--- config.mk ---
export PLATFORM = sky130hd
export DESIGN_NAME = axi4_lite_master_arb
export DESIGN_NICKNAME = d
export VERILOG_FILES = /design/src/rtl/axi4_lite_master_arb.sv
export SDC_FILE = /design/constraint.sdc
export NUM_CORES = 1
export LEC_CHECK = 0
export ABC_AREA = 0
export CAP_MARGIN = 20
export CELL_PAD_IN_SITES_DETAIL_PLACEMENT = 1
export CELL_PAD_IN_SITES_GLOBAL_PLACEMENT = 2
export CORE_MARGIN = 4
export CORE_UTILIZATION = 20
export DETAILED_ROUTE_END_ITERATION = 8
export PLACE_DENSITY = 0.82
export SKIP_CTS_REPAIR_TIMING = 1
export SYNTH_ARGS = -nofsm -noshare
export SYNTH_HDL_FRONTEND = slang
export SYNTH_SLANG_ARGS = --single-unit
--- constraint.sdc ---
create_clock -name clk -period 2.45 [get_ports clk]
set_clock_uncertainty 0.2 [all_clocks]
set_input_delay 0.3675 -clock clk [delete_from_list [all_inputs] [get_ports clk]]
set_output_delay 0.3675 -clock clk [all_outputs]
set_load 0.02 [all_outputs]
--- src/rtl/axi4_lite_master_arb.sv ---
// AXI4-Lite single-outstanding master with read/write round-robin arbitration.
// One request at a time: a watchdog aborts stuck transactions into a locked error state.
module axi4_lite_master_arb #(
    parameter int unsigned AXI_ADDR_WIDTH = 64,
    parameter int unsigned AXI_DATA_WIDTH = 32,
    parameter int unsigned TIMEOUT_CYCLES = 256,
    parameter logic [2:0]  PROT_VALUE     = 3'b000
) (
    input  logic                          clk,
    input  logic                          rst_n,
    input  logic                          i_wr_req,
    input  logic                          i_rd_req,
    input  logic [AXI_ADDR_WIDTH-1:0]     i_addr,
    input  logic [AXI_DATA_WIDTH-1:0]     i_wdata,
    input  logic [AXI_DATA_WIDTH/8-1:0]   i_wstrb,
    output logic                          o_req_ready,
    output logic [AXI_DATA_WIDTH-1:0]     o_rdata,
    output logic [1:0]                    o_resp,
    output logic                          o_done,
    output logic                          o_fault,
    output logic                          o_timeout,
    output logic [AXI_ADDR_WIDTH-1:0]     AW_ADDR,
    output logic [2:0]                    AW_PROT,
    output logic                          AW_VALID,
    input  logic                          AW_READY,
    output logic [AXI_DATA_WIDTH-1:0]     W_DATA,
    output logic [AXI_DATA_WIDTH/8-1:0]   W_STRB,
    output logic                          W_VALID,
    input  logic                          W_READY,
    input  logic [1:0]                    B_RESP,
    input  logic                          B_VALID,
    output logic                          B_READY,
    output logic [AXI_ADDR_WIDTH-1:0]     AR_ADDR,
    output logic [2:0]                    AR_PROT,
    output logic                          AR_VALID,
    input  logic                          AR_READY,
    input  logic [AXI_DATA_WIDTH-1:0]     R_DATA,
    input  logic [1:0]                    R_RESP,
    input  logic                          R_VALID,
    output logic                          R_READY
);

    localparam int unsigned STRB_W = AXI_DATA_WIDTH / 8;
    localparam int unsigned CNT_W  = $clog2(TIMEOUT_CYCLES);
    localparam logic [CNT_W-1:0] CNT_LAST = CNT_W'(TIMEOUT_CYCLES - 1);

    typedef enum logic [2:0] {
        S_IDLE,
        S_WR,
        S_WR_RESP,
        S_RD_ADDR,
        S_RD_DATA,
        S_ERR
    } state_t;

    state_t                    state_q, state_d;
    logic [AXI_ADDR_WIDTH-1:0] addr_q, addr_d;
    logic [AXI_DATA_WIDTH-1:0] wdata_q, wdata_d;
    logic [STRB_W-1:0]         strb_q, strb_d;
    logic                      aw_valid_q, aw_valid_d;
    logic                      w_valid_q, w_valid_d;
    logic                      b_ready_q, b_ready_d;
    logic                      ar_valid_q, ar_valid_d;
    logic                      r_ready_q, r_ready_d;
    logic [CNT_W-1:0]          cnt_q, cnt_d;
    logic                      rr_q, rr_d;
    logic [AXI_DATA_WIDTH-1:0] rdata_q, rdata_d;
    logic [1:0]                resp_q, resp_d;
    logic                      done_q, done_d;
    logic                      fault_q, fault_d;
    logic                      timeout_q, timeout_d;

    logic                      grant_wr;
    logic                      grant_rd;
    logic                      busy;
    logic                      complete;
    logic [CNT_W-1:0]          cnt_inc;

    // Next-state, arbitration, handshake tracking and watchdog abort.
    always_comb begin
        state_d    = state_q;
        addr_d     = addr_q;
        wdata_d    = wdata_q;
        strb_d     = strb_q;
        aw_valid_d = aw_valid_q;
        w_valid_d  = w_valid_q;
        b_ready_d  = b_ready_q;
        ar_valid_d = ar_valid_q;
        r_ready_d  = r_ready_q;
        cnt_d      = cnt_q;
        rr_d       = rr_q;
        rdata_d    = rdata_q;
        resp_d     = resp_q;
        done_d     = 1'b0;
        fault_d    = 1'b0;
        timeout_d  = timeout_q;
        grant_wr   = 1'b0;
        grant_rd   = 1'b0;
        busy       = 1'b0;
        complete   = 1'b0;
        cnt_inc    = cnt_q + 1'b1;

        unique case (state_q)
            S_IDLE: begin
                // no acceptance while the completion pulse is still showing
                if (!done_q) begin
                    grant_wr = i_wr_req && (!i_rd_req || rr_q);
                    grant_rd = i_rd_req && (!i_wr_req || !rr_q);
                    if (i_wr_req && i_rd_req) begin
                        rr_d = !rr_q;
                    end
                    if (grant_wr) begin
                        addr_d     = i_addr;
                        wdata_d    = i_wdata;
                        strb_d     = i_wstrb;
                        aw_valid_d = 1'b1;
                        w_valid_d  = 1'b1;
                        cnt_d      = '0;
                        state_d    = S_WR;
                    end else if (grant_rd) begin
                        addr_d     = i_addr;
                        ar_valid_d = 1'b1;
                        cnt_d      = '0;
                        state_d    = S_RD_ADDR;
                    end
                end
            end
            S_WR: begin
                busy       = 1'b1;
                aw_valid_d = aw_valid_q && !AW_READY;
                w_valid_d  = w_valid_q && !W_READY;
                if (!aw_valid_d && !w_valid_d) begin
                    b_ready_d = 1'b1;
                    state_d   = S_WR_RESP;
                end
            end
            S_WR_RESP: begin
                busy = 1'b1;
                if (B_VALID) begin
                    complete  = 1'b1;
                    b_ready_d = 1'b0;
                    resp_d    = B_RESP;
                    done_d    = 1'b1;
                    fault_d   = |B_RESP;
                    state_d   = S_IDLE;
                end
            end
            S_RD_ADDR: begin
                busy = 1'b1;
                if (AR_READY) begin
                    ar_valid_d = 1'b0;
                    r_ready_d  = 1'b1;
                    state_d    = S_RD_DATA;
                end
            end
            S_RD_DATA: begin
                busy = 1'b1;
                if (R_VALID) begin
                    complete  = 1'b1;
                    r_ready_d = 1'b0;
                    rdata_d   = R_DATA;
                    resp_d    = R_RESP;
                    done_d    = 1'b1;
                    fault_d   = |R_RESP;
                    state_d   = S_IDLE;
                end
            end
            S_ERR: begin
                state_d = S_ERR;
            end
            default: begin
                state_d = S_IDLE;
            end
        endcase

        // watchdog: a completion on the final cycle still wins
        if (busy) begin
            cnt_d = cnt_inc;
            if (!complete && cnt_inc == CNT_LAST) begin
                state_d    = S_ERR;
                aw_valid_d = 1'b0;
                w_valid_d  = 1'b0;
                b_ready_d  = 1'b0;
                ar_valid_d = 1'b0;
                r_ready_d  = 1'b0;
                timeout_d  = 1'b1;
                done_d     = 1'b1;
                fault_d    = 1'b1;
                resp_d     = 2'b10;
            end
        end
    end

    // State and output registers with synchronous active-low reset.
    always_ff @(posedge clk) begin
        if (!rst_n) begin
            state_q    <= S_IDLE;
            addr_q     <= '0;
            wdata_q    <= '0;
            strb_q     <= '0;
            aw_valid_q <= 1'b0;
            w_valid_q  <= 1'b0;
            b_ready_q  <= 1'b0;
            ar_valid_q <= 1'b0;
            r_ready_q  <= 1'b0;
            cnt_q      <= '0;
            rr_q       <= 1'b0;
            rdata_q    <= '0;
            resp_q     <= 2'b00;
            done_q     <= 1'b0;
            fault_q    <= 1'b0;
            timeout_q  <= 1'b0;
        end else begin
            state_q    <= state_d;
            addr_q     <= addr_d;
            wdata_q    <= wdata_d;
            strb_q     <= strb_d;
            aw_valid_q <= aw_valid_d;
            w_valid_q  <= w_valid_d;
            b_ready_q  <= b_ready_d;
            ar_valid_q <= ar_valid_d;
            r_ready_q  <= r_ready_d;
            cnt_q      <= cnt_d;
            rr_q       <= rr_d;
            rdata_q    <= rdata_d;
            resp_q     <= resp_d;
            done_q     <= done_d;
            fault_q    <= fault_d;
            timeout_q  <= timeout_d;
        end
    end

    assign o_req_ready = (state_q == S_IDLE) && !done_q;
    assign o_rdata     = rdata_q;
    assign o_resp      = resp_q;
    assign o_done      = done_q;
    assign o_fault     = fault_q;
    assign o_timeout   = timeout_q;

    assign AW_ADDR  = addr_q;
    assign AW_PROT  = PROT_VALUE;
    assign AW_VALID = aw_valid_q;
    assign W_DATA   = wdata_q;
    assign W_STRB   = strb_q;
    assign W_VALID  = w_valid_q;
    assign B_READY  = b_ready_q;
    assign AR_ADDR  = addr_q;
    assign AR_PROT  = PROT_VALUE;
    assign AR_VALID = ar_valid_q;
    assign R_READY  = r_ready_q;

endmodule

Word level (Yosys, flattened, before mapping)
Index checks and enable logic that the tools add are counted.
- register bits: 154
- output and inout port bits: 213
- logic and storage cells: 117
- $add $sub $neg: 1
- equal/unequal tests: 7
- mux-type cells: 60
- bitwise logic cells: 1
- reduce and logical (&&, ||, !) cells: 32
- operator list (cell ; count):
    64-bit 2-to-1 mux ; 2
    8-bit 2-to-1 mux ; 5
    1-bit 2-to-1 mux ; 31
    3-bit 2-to-1 mux ; 9
    3-bit one-hot mux with 6 select lines ; 1
    1-bit one-hot mux with 2 select lines ; 7
    3-bit AND reduction ; 4
    1-bit logical NOT ; 9
    8-bit by 1-bit adder with 8-bit output (second input constant) ; 1
    8-bit equality test (second input constant) ; 1
    1-bit logical AND ; 8
    2-bit 2-to-1 mux ; 4
    3-bit by 2-bit equality test with 1-bit output (second input constant) ; 2
    3-bit equality test (second input constant) ; 2
    2-bit one-hot mux with 2 select lines ; 1
    2-bit AND reduction ; 2
    2-bit nonzero test ; 2
    2-bit OR reduction ; 2
    4-bit OR reduction ; 1
    3-bit by 1-bit equality test with 1-bit output (second input constant) ; 1
    3-bit logical NOT ; 1
    3-bit nonzero test ; 1
    1-bit logical OR ; 2
    2-bit by 1-bit != test with 1-bit output (second input constant) ; 1
    1-bit inverter ; 1

Logic depth before layout (Yosys ltp)
- depth after elaboration: 9
- gate-level depth with buffers: 7

Worst setup path after synthesis
Ideal clock, no wire load.
- path type: flip-flop to flip-flop
- start: reg state_q[1]
- end: reg wdata_q[13], in the netlist W_DATA[13]
- data arrival time: 1.663 ns
- path slack: 0.455 ns
- stages on the path, launching flop included: 7
- path buffers: 2
- period minus slack after synthesis: 1.995 ns
- cell sequence: dfxtp_1 > buf_4 > nor4_4 > nand3_1 > clkbuf_1 > nand2_1 > a21oi_1
- word-level cells in the longest chain between the ends: 2
- ends and longest elaborated chain (element ; RTL line ; source):
    start, declared ; 56 ; state_t state_q, state_d;
    start signal, assigned ; 214 ; state_q <= state_d;
    3-bit logical NOT ; 103 ; unique case (state_q)
    3-bit AND reduction (no line) ; n/a ;
    end signal, assigned ; 216 ; wdata_q <= wdata_d;
    end, declared ; 58 ; logic [AXI_DATA_WIDTH-1:0] wdata_q, wdata_d;
Every way passes these cells.
A chain may end at the register's enable or synchronous reset.

Worst setup path after layout
- start: reg state_q[2]
- end: out o_req_ready
- word-level cells in the longest chain between the ends: 2
- ends and longest elaborated chain (element ; RTL line ; source):
    3-bit logical NOT ; 233 ; assign o_req_ready = (state_q == S_IDLE) && !done_q;
    1-bit logical AND ; 233 ;
    end, declared ; 16 ; output logic o_req_ready,
Every way passes these cells.

==> summary.md <==
| Metric | Value |
|---|---|
| Status | `finished clean` |
| Pint | `5.27 mW` |
| CTS root buf | `clkbuf_16` |
| Cts bufs inserted | `17` |
| Final period util | `0.952` |
| Reg power frac | `0.372` |
| Number of DRC markers in iteration 0 | `147` |
| Synth area leaders | `dfxtp_1, nand2_1, a21oi_1` |
| Switching Share | `0.329` |
| Top_reg_cell synth | `dfxtp_1` |
| Lkg Pwr | `3.67 nW` |
| Final Hold Fails | `0` |
| Switching power | `2.58 mW` |
| Top-area cell type share of the netlist area | `0.493` |
| First-pass GRT wire length | `35400 µm` |
| Fillers | `3644` |
| Via count | `6257` |
| Tmin final | `2.33 ns` |
| Routed WL | `23300 µm` |
| Yosys reg bits | `154` |
| GRT Total Usage | `0.131` |
| CP Max Fanout | `2` |
| Die Wd | `185 µm` |
| Synth Area per Inst | `7.95 µm²` |
| Setup slack after layout | `0.118 ns` |
| Worst VDD drop | `0.000345 V` |
| Row count | `64` |
| Number of port buffers | `351` |
| DR pass1 iterations | `4` |
| Pre-CTS setup slack | `0.188 ns` |
| Slowest cell on the critical path | `clkdlybuf4s50_1` |
| Slew headroom | `0.641` |
| DR vias/cell | `4.24` |
| Clock transition at path regs | `0.07 ns` |
| Clock sink count | `154` |
| # diodes | `0` |
| Vias in the first global route | `6317` |
| Initial antenna violation count | `0` |
| WL per Instance | `15.8 µm` |
| Fin nets | `1214` |
| Layout area overhead | `66.0%` |
| Fmax | `429 MHz` |
| Clock Tree Buf Depth | `2` |
| CP endpoint kind | `primary output` |
| TritonCTS clock tree | `done` |
| P per Cell Area | `757 nW/µm²` |
| Setup Viol. Count Final | `0` |
| Top delay family on crit path | `buffers and inverters` |
| Least-Margin Pin Slew | `0.536 ns` |
| Critical path's largest stage delay | `0.70 ns` |
| Max_cap viols | `0` |
| Startpoint types | `flip-flop` |
| Clk pwr share | `0.320` |
| WS Path Type | `flip-flop to primary output` |
| Synth warnings | `0` |
| Comb pwr share | `0.309` |
| Layout cell share with drive strength beyond 1 | `0.0602` |
| RSZ-0062 raised after global routing | `no` |
| Synthesized area | `6250 µm²` |
| GRT Residual Overflow | `0` |
| Worst EP required | `1.88 ns` |
| Post-DP HPWL | `17300 µm` |
| Post-synthesis sequential area ratio | `0.493` |
| Die ar. | `34100 µm²` |
| DRC viols | `0` |
| Starting density of the core | `0.204` |
| Synth Instances | `786` |
| CP bufs+invs | `1` |
| Io pins | `358` |
| Top-count cell post-synth | `nand2_1` |
| Post-synth ARST share | `0` |
| Post-Route Setup TNS | `0 ns` |
| Routability-driven placement congestion ratio | `0.740` |
| Largest net degree at the start of global routing | `80` |
| Final Max Tran Viols | `0` |
| Cells along the critical path | `nor4_4 > clkdlybuf4s50_1` |
| Synth cell types | `49` |
| Post-synth EDFFs | `0` |
| Die height | `185 µm` |
| DRT antenna net count | `0` |
| Hold Crit Class | `flip-flop to flip-flop` |
| Area leader, netlist | `dfxtp_1` |
| Top cells by count, synth | `nand2_1, dfxtp_1, a21oi_1` |
| H-tree depth | `4` |
| Clk_lat worst skew | `0.42 ns` |
| Core ar. | `30700 µm²` |
| Power Total | `7.85 mW` |
| WP data arrival | `1.76 ns` |
-- flip-flops by register name, indices dropped and copies added (netlist names) --
register / flops
W_DATA: 32
AR_ADDR: 64
W_STRB: 4
cnt_q: 8
AR_VALID: 1
o_resp: 2
B_READY: 1
AW_VALID: 1
o_fault: 1
o_done: 1
o_rdata: 32
rr_q: 1
o_timeout: 1
W_VALID: 1
R_READY: 1
state_q: 3
-- through the flow --
stage                      util  instance area, µm²  std cells  hold slack, ns
final                     0.338               10400       1476           0.253
after global routing      0.338               10400       1476           0.270
after CTS                 0.338               10400       1476           0.257
after detailed placement  0.320                9820       1444           0.248
after global placement    0.320                9820       1444           0.241
after floorplan               -                6270        791           0.239
-- area by class of cell --
class	instances	area (µm²)	area share
multi-input cells	513	2420	0.234
repair buffers	377	3800	0.366
flip-flops and latches	154	3080	0.297
well taps	396	495	0.0478
inverters	4	17.5	0.00169
clock buffers	20	467	0.0450
clock inverters	12	88.8	0.00856
-- tightest hold or removal path: stages (launching register included) --
cell     delay, ns
dfxtp_1       0.31
nand2_1       0.05
a21oi_1       0.05
-- cell usage in the layout, fill, tap and decap left out, drive strengths merged, types with 4 or more instances in the layout --
master         instances
clkdlybuf4s50        351
nand2                277
dfxtp                154
a21oi                141
buf                   26
clkbuf                20
o21ai                 11
nand3                  8
inv                    7
nor2                   6
conb                   6
nor3                   6
clkinv                 5
nand2b                 4
a211oi                 4
mux2i                  4
clkinvlp               4
-- power groups by stage --
stage	Clock, mW	Sequential [mW]	Combinational (mW)
floorplan	0	3.20	1.12
global placement	0	2.97	2.44
detailed placement	0	2.98	2.47
CTS	2.63	2.92	2.48
global route	2.73	2.96	2.63
finish	2.51	2.92	2.42
-- logic make-up after synthesis --
family	share of synthesized area
other	0.000600
and+or+nand+nor	0.207
DFF	0.493
adders and majority gates	0.00400
buffers and inverters	0.126
muxes	0.00641
xor gates and xnor gates	0.00420
AOI/OAI and AO/OA	0.159
-- final timing paths --
path | from | endpoint | slack (ns) | cells past startpoint
worst min-delay path | o_rdata[18]$_SDFFE_PN0P_ | o_rdata[18]$_SDFFE_PN0P_ | 0.25 | 2
worst max register to register | cnt_q[0]$_SDFFE_PN0P_ | AR_VALID$_SDFF_PN0_ | 0.25 | 5
worst min register to register | o_rdata[18]$_SDFFE_PN0P_ | o_rdata[18]$_SDFFE_PN0P_ | 0.25 | 2
worst max-delay path | state_q[2]$_SDFF_PN0_ | o_req_ready | 0.12 | 2
-- metal layers --
| layer | share of wire | wire length (µm) | global-route usage | vias to the layer above |
|---|---|---|---|---|
| li1 | - | - | - | 3070 |
| met1 | 0.40 | 9430 | 0.155 | 2960 |
| met2 | 0.51 | 11800 | 0.233 | 210 |
| met3 | 0.074 | 1720 | 0.0383 | 17 |
| met4 | 0.012 | 286 | 0.0317 | 0 |
| met5 | 0 | 0 | 0 | - |
Power figures use the tool's default switching activity.
